## src/rtl/join_collector_pkg.sv

```systemverilog
// join_collector_pkg
//   Shared types for the join side of a fork group.
//   join_mode_e : how the parent is released (all branches, any branch, none)
//   state_e     : collector FSM states
//   decode_mode : maps the raw 2-bit mode to a legal join_mode_e
//                 (code 3 is reserved and behaves as JOIN)
package join_collector_pkg;

   typedef enum logic [1:0] {
      JOIN      = 2'd0,
      JOIN_ANY  = 2'd1,
      JOIN_NONE = 2'd2
   } join_mode_e;

   typedef enum logic [1:0] {
      IDLE = 2'd0,
      WAIT = 2'd1,
      RUN  = 2'd2
   } state_e;

   function automatic join_mode_e decode_mode(input logic [1:0] raw);
      join_mode_e m;
      case (raw)
         2'd1:    m = JOIN_ANY;
         2'd2:    m = JOIN_NONE;
         default: m = JOIN;
      endcase
      return m;
   endfunction

endpackage

```

## src/rtl/join_collector_first_set_enc.sv

```systemverilog
// first_set_enc
//   Lowest-set-bit encoder, purely combinational.
//   Ports:
//     vec   in  N  input vector
//     idx   out W  index of the lowest set bit (0 when vec is zero)
//     valid out 1  vec has at least one bit set
module first_set_enc
   import join_collector_pkg::*;
#(
   parameter int N = 2,
   parameter int W = 1
) (
   input  logic [N-1:0] vec,
   output logic [W-1:0] idx,
   output logic         valid
);

   // Scan from the top down so the last hit (the lowest bit) wins.
   always_comb begin
      idx = '0;
      for (int i = N - 1; i >= 0; i--) begin
         if (vec[i]) begin
            idx = W'(i);
         end
      end
   end

   assign valid = |vec;

endmodule

```

## src/rtl/join_collector.sv

```systemverilog
// join_collector
//   Join side of a fork: collects per-branch done pulses, releases the parent
//   with a resume pulse according to the join mode, and while the parent runs
//   ahead of pending branches forwards its event triggers to them.
//
//   Optional feature: define JOIN_COLLECTOR_TIMEOUT_EN to enable a WAIT-state
//   timeout counter (tmo_limit cycles, 0 disables). Without the macro the
//   counter is absent, tmo_limit is unused and timeout is tied to 0.
//
//   Ports:
//     clk         in   clock, rising edge
//     rst         in   synchronous active-high reset
//     fork_start  in   pulse opening a fork group
//     join_mode   in   2  join mode sampled with fork_start
//     branch_done in   N_BRANCH per-branch completion pulses
//     cont_req    in   parent event trigger
//     tmo_limit   in   TMO_W  WAIT timeout limit (macro only)
//     busy        out  fork group open
//     resume      out  one-cycle parent release pulse
//     any_idx     out  index of the first finisher of the group
//     done_mask   out  branches completed in the current group
//     cont_evt    out  one-cycle event pulses to pending branches
//     err         out  fork_start received while busy
//     timeout     out  WAIT timeout expired (macro only)
module join_collector
   import join_collector_pkg::*;
#(
   parameter int N_BRANCH = 2,
   parameter int TMO_W    = 16,
   localparam int IDX_W   = (N_BRANCH > 1) ? $clog2(N_BRANCH) : 1
) (
   input  logic                clk,
   input  logic                rst,
   input  logic                fork_start,
   input  logic [1:0]          join_mode,
   input  logic [N_BRANCH-1:0] branch_done,
   input  logic                cont_req,
   input  logic [TMO_W-1:0]    tmo_limit,
   output logic                busy,
   output logic                resume,
   output logic [IDX_W-1:0]    any_idx,
   output logic [N_BRANCH-1:0] done_mask,
   output logic [N_BRANCH-1:0] cont_evt,
   output logic                err,
   output logic                timeout
);

   localparam logic [N_BRANCH-1:0] ALL_DONE = '1;

   state_e              state_reg, state_next;
   join_mode_e          mode_reg, mode_next;
   logic [N_BRANCH-1:0] mask_reg, mask_next, mask_upd;
   logic [IDX_W-1:0]    idx_reg, idx_next;
   logic                seen_reg, seen_next;
   logic                busy_reg;
   logic                resume_reg, resume_next;
   logic [N_BRANCH-1:0] cevt_reg, cevt_next;
   logic                err_reg, err_next;
   logic                tmo_reg, tmo_next;
   logic                cond_met;

   logic [IDX_W-1:0]    enc_idx;
   logic                enc_valid;

   first_set_enc #(
      .N (N_BRANCH),
      .W (IDX_W)
   ) u_first_set_enc (
      .vec   (branch_done),
      .idx   (enc_idx),
      .valid (enc_valid)
   );

`ifdef JOIN_COLLECTOR_TIMEOUT_EN
   logic [TMO_W-1:0] cnt_reg, cnt_next;
`else
   logic unused_tmo_limit;
   assign unused_tmo_limit = ^tmo_limit;
`endif

   assign mask_upd = mask_reg | branch_done;
   assign cond_met = (mode_reg == JOIN_ANY) ? (|mask_upd) : (mask_upd == ALL_DONE);

   always_comb begin
      state_next  = state_reg;
      mode_next   = mode_reg;
      mask_next   = mask_reg;
      idx_next    = idx_reg;
      seen_next   = seen_reg;
      resume_next = 1'b0;
      cevt_next   = '0;
      err_next    = 1'b0;
      tmo_next    = 1'b0;
`ifdef JOIN_COLLECTOR_TIMEOUT_EN
      cnt_next    = cnt_reg;
`endif

      // Common to WAIT and RUN: accumulate dones, latch the first finisher
      // once per group, and flag a fork_start that arrives while open.
      if (state_reg != IDLE) begin
         mask_next = mask_upd;
         if (!seen_reg && enc_valid) begin
            idx_next  = enc_idx;
            seen_next = 1'b1;
         end
         if (fork_start) begin
            err_next = 1'b1;
         end
      end

      case (state_reg)
         IDLE: begin
            // branch_done in the fork_start cycle is deliberately not merged.
            if (fork_start) begin
               mask_next = '0;
               idx_next  = '0;
               seen_next = 1'b0;
               mode_next = decode_mode(join_mode);
`ifdef JOIN_COLLECTOR_TIMEOUT_EN
               cnt_next  = '0;
`endif
               if (decode_mode(join_mode) == JOIN_NONE) begin
                  resume_next = 1'b1;
                  state_next  = RUN;
               end else begin
                  state_next  = WAIT;
               end
            end
         end

         WAIT: begin
            // cont_req is dropped here: the parent is blocked.
            if (cond_met) begin
               resume_next = 1'b1;
               state_next  = (mask_upd == ALL_DONE) ? IDLE : RUN;
            end
`ifdef JOIN_COLLECTOR_TIMEOUT_EN
            else begin
               cnt_next = cnt_reg + 1'b1;
               if ((tmo_limit != '0) && (cnt_next == tmo_limit)) begin
                  resume_next = 1'b1;
                  tmo_next    = 1'b1;
                  state_next  = (mask_upd == ALL_DONE) ? IDLE : RUN;
               end
            end
`endif
         end

         RUN: begin
            // Branches finishing this very cycle receive no event.
            if (cont_req) begin
               cevt_next = ~mask_upd;
            end
            if (mask_upd == ALL_DONE) begin
               state_next = IDLE;
            end
         end

         default: begin
            state_next = IDLE;
         end
      endcase
   end

   always_ff @(posedge clk) begin
      if (rst) begin
         state_reg  <= IDLE;
         mode_reg   <= JOIN;
         mask_reg   <= '0;
         idx_reg    <= '0;
         seen_reg   <= 1'b0;
         busy_reg   <= 1'b0;
         resume_reg <= 1'b0;
         cevt_reg   <= '0;
         err_reg    <= 1'b0;
         tmo_reg    <= 1'b0;
`ifdef JOIN_COLLECTOR_TIMEOUT_EN
         cnt_reg    <= '0;
`endif
      end else begin
         state_reg  <= state_next;
         mode_reg   <= mode_next;
         mask_reg   <= mask_next;
         idx_reg    <= idx_next;
         seen_reg   <= seen_next;
         busy_reg   <= (state_next != IDLE);
         resume_reg <= resume_next;
         cevt_reg   <= cevt_next;
         err_reg    <= err_next;
         tmo_reg    <= tmo_next;
`ifdef JOIN_COLLECTOR_TIMEOUT_EN
         cnt_reg    <= cnt_next;
`endif
      end
   end

   assign busy      = busy_reg;
   assign resume    = resume_reg;
   assign any_idx   = idx_reg;
   assign done_mask = mask_reg;
   assign cont_evt  = cevt_reg;
   assign err       = err_reg;
   assign timeout   = tmo_reg;

endmodule

```

## config.mk

```make
export PLATFORM = sky130hd
export DESIGN_NAME = join_collector
export DESIGN_NICKNAME = d
export VERILOG_FILES = /design/src/rtl/join_collector_pkg.sv /design/src/rtl/join_collector_first_set_enc.sv /design/src/rtl/join_collector.sv
export SDC_FILE = /design/constraint.sdc
export NUM_CORES = 1
export LEC_CHECK = 0
export ABC_AREA = 1
export CORE_MARGIN = 1.5
export CORE_UTILIZATION = 35
export CTS_CLUSTER_DIAMETER = 100
export DETAILED_ROUTE_END_ITERATION = 10
export PLACE_DENSITY = 0.75
export SLEW_MARGIN = 40
export SYNTH_ARGS = -nofsm -noshare
export SYNTH_HDL_FRONTEND = slang
export SYNTH_SLANG_ARGS = --single-unit
```

## constraint.sdc

```tcl
create_clock -name clk -period 1.2 [get_ports clk]
set_input_delay 0.24 -clock clk [delete_from_list [all_inputs] [get_ports clk]]
set_output_delay 0.24 -clock clk [all_outputs]
set_load 0.05 [all_outputs]
```

# --- After elaboration in Yosys (flattened, before gate mapping) ---
# Index checks and enable logic that the tools add are counted.
totals:
  in_bits: 24
  elab_cells: 59
  out_inout_bits: 9
  regBits: 13
classes:
  n_eq_ne: 7
  muxes: 28
  reduce_logical: 10
  n_bitwise: 5
op_table:
  columns: ["cell", "count"]
  rows:
  - ["$mux W2", 10]
  - ["$mux W1", 15]
  - ["$eq A2 B2 Y1 const B", 4]
  - ["$eq A2 B1 Y1 const B", 3]
  - ["$pmux W2 S3", 1]
  - ["$reduce_or A2 Y1", 3]
  - ["$pmux W2 S2", 1]
  - ["$reduce_bool A2 Y1", 2]
  - ["$not A1 Y1", 3]
  - ["$reduce_or A3 Y1", 1]
  - ["$logic_not A2 Y1", 1]
  - ["$not A2 Y2", 1]
  - ["$or A2 B2 Y2", 1]
  - ["$pmux W1 S2", 1]
  - ["$reduce_and A2 Y1", 1]
  - ["$logic_and A1 B1 Y1", 1]
  - ["$logic_not A1 Y1", 1]

# --- Logic depth before layout (Yosys ltp) ---
logic_depth:
  depth_word: 9
  ltp_mapped: 7
  ltp_nobuf: 7

# --- By module ---
# Synthesis repeated with hierarchy kept, for this count alone.
unflattened:
  hier_cells: 76
  area_unflattened_um2: 593.1
modules_own_cells:
  columns: ["mod", "area_each_um2", "cells_per_inst", "instances"]
  rows:
  - ["join_collector", 578.1, 72, 1]
  - ["first_set_enc", 15.0, 4, 1]

# --- Worst setup path before layout ---
# No wires, ideal clock.
synth_timing:
  kind: "register -> register"
  from: "reg mask_reg[0] (netlist: done_mask[0])"
  to: "reg busy_reg (netlist: busy)"
  arrival_ns: 1.209
  stages_incl_launch_ff: 8
  path_slack_ns: -0.122
  period_less_slack_ns: 1.322
  required_ns: 1.086
  setup_ns: 0.114
  cell_sequence: "dfxtp_1 > inv_1 > nand2_2 > nor2_2 > o21ai_1 > o21ai_1 > nand2_1 > nand2_1"
synth_via:
  elab_chain_cells: 6
  elab_cells_between_ends: 9
synth_rtl:
  columns: ["item", "line", "source"]
  rows:
  - ["start: declaration", "join_collector.sv:52", "logic [N_BRANCH-1:0] mask_reg, mask_next, mask_upd;"]
  - ["start signal: assignment", "join_collector.sv:183", "mask_reg <= mask_next;"]
  - ["$or A2 B2 Y2 *", "join_collector.sv:81", "assign mask_upd = mask_reg | branch_done;"]
  - ["$eq A2 B2 Y1 / $reduce_or A2 Y1 (equally long branches)", "join_collector.sv:82, join_collector.sv:135, join_collector.sv:154", null]
  - ["$mux W1 / $mux W2 (equally long branches)", "join_collector.sv:82, join_collector.sv:135", null]
  - ["$mux W2", "join_collector.sv:133", "if (cond_met) begin"]
  - ["$pmux W2 S3 *", "join_collector.sv:111", "case (state_reg)"]
  - ["$reduce_bool A2 Y1 *", "join_collector.sv:186", "busy_reg <= (state_next != IDLE);"]
  - ["end signal: assignment", "join_collector.sv:186", null]
  - ["end: declaration", "join_collector.sv:55", "logic busy_reg;"]
# Mark *: on every way between the ends. The rest lies on a longest branch, timed or not.
# A chain may end at the register's enable or synchronous reset.

# --- Final worst setup path ---
layout_timing:
  from: "in branch_done[1]"
  to: "reg busy_reg (netlist: busy)"
layout_via:
  elab_chain_cells: 6
  elab_cells_between_ends: 9
layout_rtl:
  columns: ["item", "line", "source"]
  rows:
  - ["start: declaration", "join_collector.sv:36", "input logic [N_BRANCH-1:0] branch_done,"]
  - ["$or A2 B2 Y2 *", "join_collector.sv:81", null]
  - ["$eq A2 B2 Y1 / $reduce_or A2 Y1 (equally long branches)", "join_collector.sv:82, join_collector.sv:135, join_collector.sv:154", null]
  - ["$mux W1 / $mux W2 (equally long branches)", "join_collector.sv:82, join_collector.sv:135", null]
  - ["$mux W2", "join_collector.sv:133", null]
  - ["$pmux W2 S3 *", "join_collector.sv:111", null]
  - ["$reduce_bool A2 Y1 *", "join_collector.sv:186", null]
# Marked as above.

==> results.md <==
- The ratio of final minimum period to clock period is 92.75%.
- The longest clock path from root to sink contains 2 buffers.
- Wires add up to 1.116 mm.
- A synthesized cell averages 7.592 um2.
- After floorplanning, the core was divided into 14 placement rows.
- The placer congestion estimate is 0.7901.
- The worst setup slack before clock tree synthesis is -0.2184 ns.
- The placed instance count is 110.
- The static leakage power is 0.4253 nW.
- The most common cell after layout, fill and taps aside is inv_1.
- The remaining number of nets flagged by the antenna check after routing is 0.
- Clock tree synthesis inserted a total of 3 buffers.
- The reported max-cap violation count is 0.
- Of all nets on the critical path, the largest fanout is 4.
- The number of DRC violations after detailed routing is 0.
- The post-route setup TNS is 0 ns.
- The number of nets handed over by synthesis was 98.
- The number of vias per cell after detailed routing is 4.579.
- Summing all placed instances gives a cell area of 852.1 um2.
- The clock latency on the worst-skew pair is 0.27 ns.
- Measured on the finished design, the core utilization comes to 58.55%.
- The clock tree root driver cell is clkbuf_4.
- The proportion of layout cells with a drive suffix above 1 is 32.65%.
- Measured along the x axis, the die boundary spans 43.07 um.
- The first-pass iteration count of the detailed router is 4.
- The path class of the tightest hold or removal check is reg -> reg.
- The synthesized netlist contains 20 unique library cells.
- The synthesized netlist devotes 10.91% of its cell area to compound gates.
- The slowest stage of the critical path belongs to the cell clkdlybuf4s50_1.
- The count of pins over their slew limit came to 0.
- The TritonCTS clock tree is done.
- The number of antenna diodes in the final layout is 0.
- The post-layout minimum cycle time is 1.113 ns.
- After synthesis, the largest family of logic cells by area is simple AND/OR/NAND/NOR gates.
- The number of H-tree branching levels is 1.
- The clock slew at the register clock pins of the worst setup and hold paths is 0.08 ns.
- The arrival time at the worst endpoint is 1.33 ns.
- The highest ir drop seen on vdd is 518.6 uV.
- The final-stage net count is 123.
- The kind of start point of the critical path is an input port.
- Walking the worst path, the cells encountered are clkdlybuf4s50_1 > nor2_2 > inv_2 > nor2_2 > o21ai_2 > o21ai_1 > nand2_1 > nand2_1.
- In the global route stage, overall resource usage came out at 14.34%.
- The worst-case clock skew is 0.006012 ns.
- The number of setup buffers added after CTS is 0.
- The multiplexer fraction of the synthesized cell area is 0%.
- The placeable core region is 1506 um2.
- Setup violations remaining at the end of the flow were counted as 0.
- The post-synthesis register bit count is 13.
- From synthesis to final layout, the design area changed by 57.02%.
- The instance count of the mapped netlist is 74.
- Summing the areas of all fa, ha and maj instances in the mapped netlist gives 0% of the synthesized area.
- The design draws 1.012 mW.
- The overall die area is 1855 um2.
- The finished cells cover 882.1 um2.
- The total power per unit cell area is 1147 nW/um2.
- The number of antenna violations at the first check in global routing was 0.
- The number of warnings printed during yosys synthesis is 0.
- The maximum operating frequency is 0.8985 GHz.
- After clock tree synthesis, the flow added hold-fix buffers numbering 0.
- The via count of the routed design is 522.
- Of the total synthesized cell area, the portion taken by XOR and XNOR cells is 0%.
- After Yosys synthesis, and, or, nand and nor cells account for 29.40% of the synthesized area.
- The number of top-level design ports is 33.
- In this design, the largest share of critical-path delay is due to buffers and inverters.
- The count of buffers inserted at the top-level ports is 15.
- The placed wire-length estimate is 863.1 um.
- Leaving out filler cells and counting taps, the final layout contains 114.
- The final hold slack is 0.4939 ns.
- The tree built by TritonCTS fans out to 13 sinks.
- The first-pass GRT wire length is 1.904 mm.
- Global routing finished with a remaining overflow of 0.
- Leaving out fill and tap cells, the most frequent cells in the layout are inv_1, dfxtp_1, nand2_1.
- The number of hold-slack violations in the final timing report is 0.
- STA puts the critical path data required time at 1.42 ns.
- Entering global routing, the biggest net connects 8 pins.
- The count of routing violations after the opening detailed-route iteration is 5.
- Counting both buffers and inverters, the worst setup path holds a total of 2.
- The number of global-route vias before repair was 479.
- The worst setup path category is in -> reg.
- Once routing completed, OpenROAD measured the worst setup slack at 0.08706 ns.
- Measured along the y axis, the die boundary spans 43.07 um.
- Once the floorplan was initialized, standard cells occupied 37.29% of the core.
- After detailed routing, the average wire length per cell comes to 9.789 um.
- The delay of the slowest cell on the worst path is 0.45 ns.
- The worst setup path is captured at a flop.
- Setup repair after global routing left no endpoint under its margin.
- The run finished with clean final reports.
- The sequential share of the synthesized area is 46.33%.
- Summing every instance area after synthesis gives 561.8 um2.
worst min-delay path, cell delays in order, from the launching register on:
cell and delay [ns]:
dfxtp_1 0.31, inv_1 0.06, o22ai_1 0.08
path summary, 6_finish.rpt:
path / slack (ns) / from / endpoint / depth (start not counted)
hold reg to reg: 0.49 / mode_reg[1] / mode_reg[1] / 2
hold / removal: 0.49 / mode_reg[1] / mode_reg[1] / 2
setup / recovery: 0.09 / branch_done[1] / busy / 8
setup reg to reg: 0.17 / state_reg[1] / done_mask[0] / 6
layer usage:
layer  share of wire [%]  track usage (%)  wire [um]  up-vias
li1                    -                -          -      279
met1                  45            16.41        503      227
met2                  49            22.42        549       14
met3                 4.1            3.830         46        2
met4                 1.5            10.91         17        0
met5                   0                0          0        -
cell type report:
| type | instances | area [um2] |
|---|---|---|
| fill | 144 | 624.3 |
| timing repair buffer | 21 | 275.3 |
| sequential | 13 | 262.8 |
| multi-input combinational | 43 | 234.0 |
| inverter | 17 | 63.81 |
| clock buffer | 4 | 26.28 |
| tap | 16 | 20.02 |
power breakdown:
group	switching (mW)	internal (mW)	leakage, nW
Sequential	0.0258	0.458	0.107
Clock	0.137	0.129	0.0150
Combinational	0.141	0.122	0.303
logic make-up after synthesis:
| group | after synthesis |
|---|---|
| other | 1 |
| buffers and inverters | 18 |
| flip-flops | 13 |
| AND/OR/NAND/NOR | 31 |
| AO/OA/AOI/OAI | 11 |
synthesized netlist by cell type (all sizes together):
library cell / number / area (um2)
inv: 17 / 63.81
dfxtp: 13 / 260.3
nand2: 13 / 56.31
nor2: 11 / 53.80
a21oi: 4 / 20.02
o21ai: 4 / 20.02
nand3: 3 / 32.53
nand4: 2 / 12.51
nor3: 2 / 10.01
o211ai: 2 / 15.01
buf: 1 / 7.510
conb: 1 / 3.750
o22ai: 1 / 6.260
repair_timing:
item,in CTS,in global routing
endpoints found under the setup margin,0,1
gates resized for setup,0,1
endpoints found under the hold margin,0,0
(Power assumes the default switching activity.)
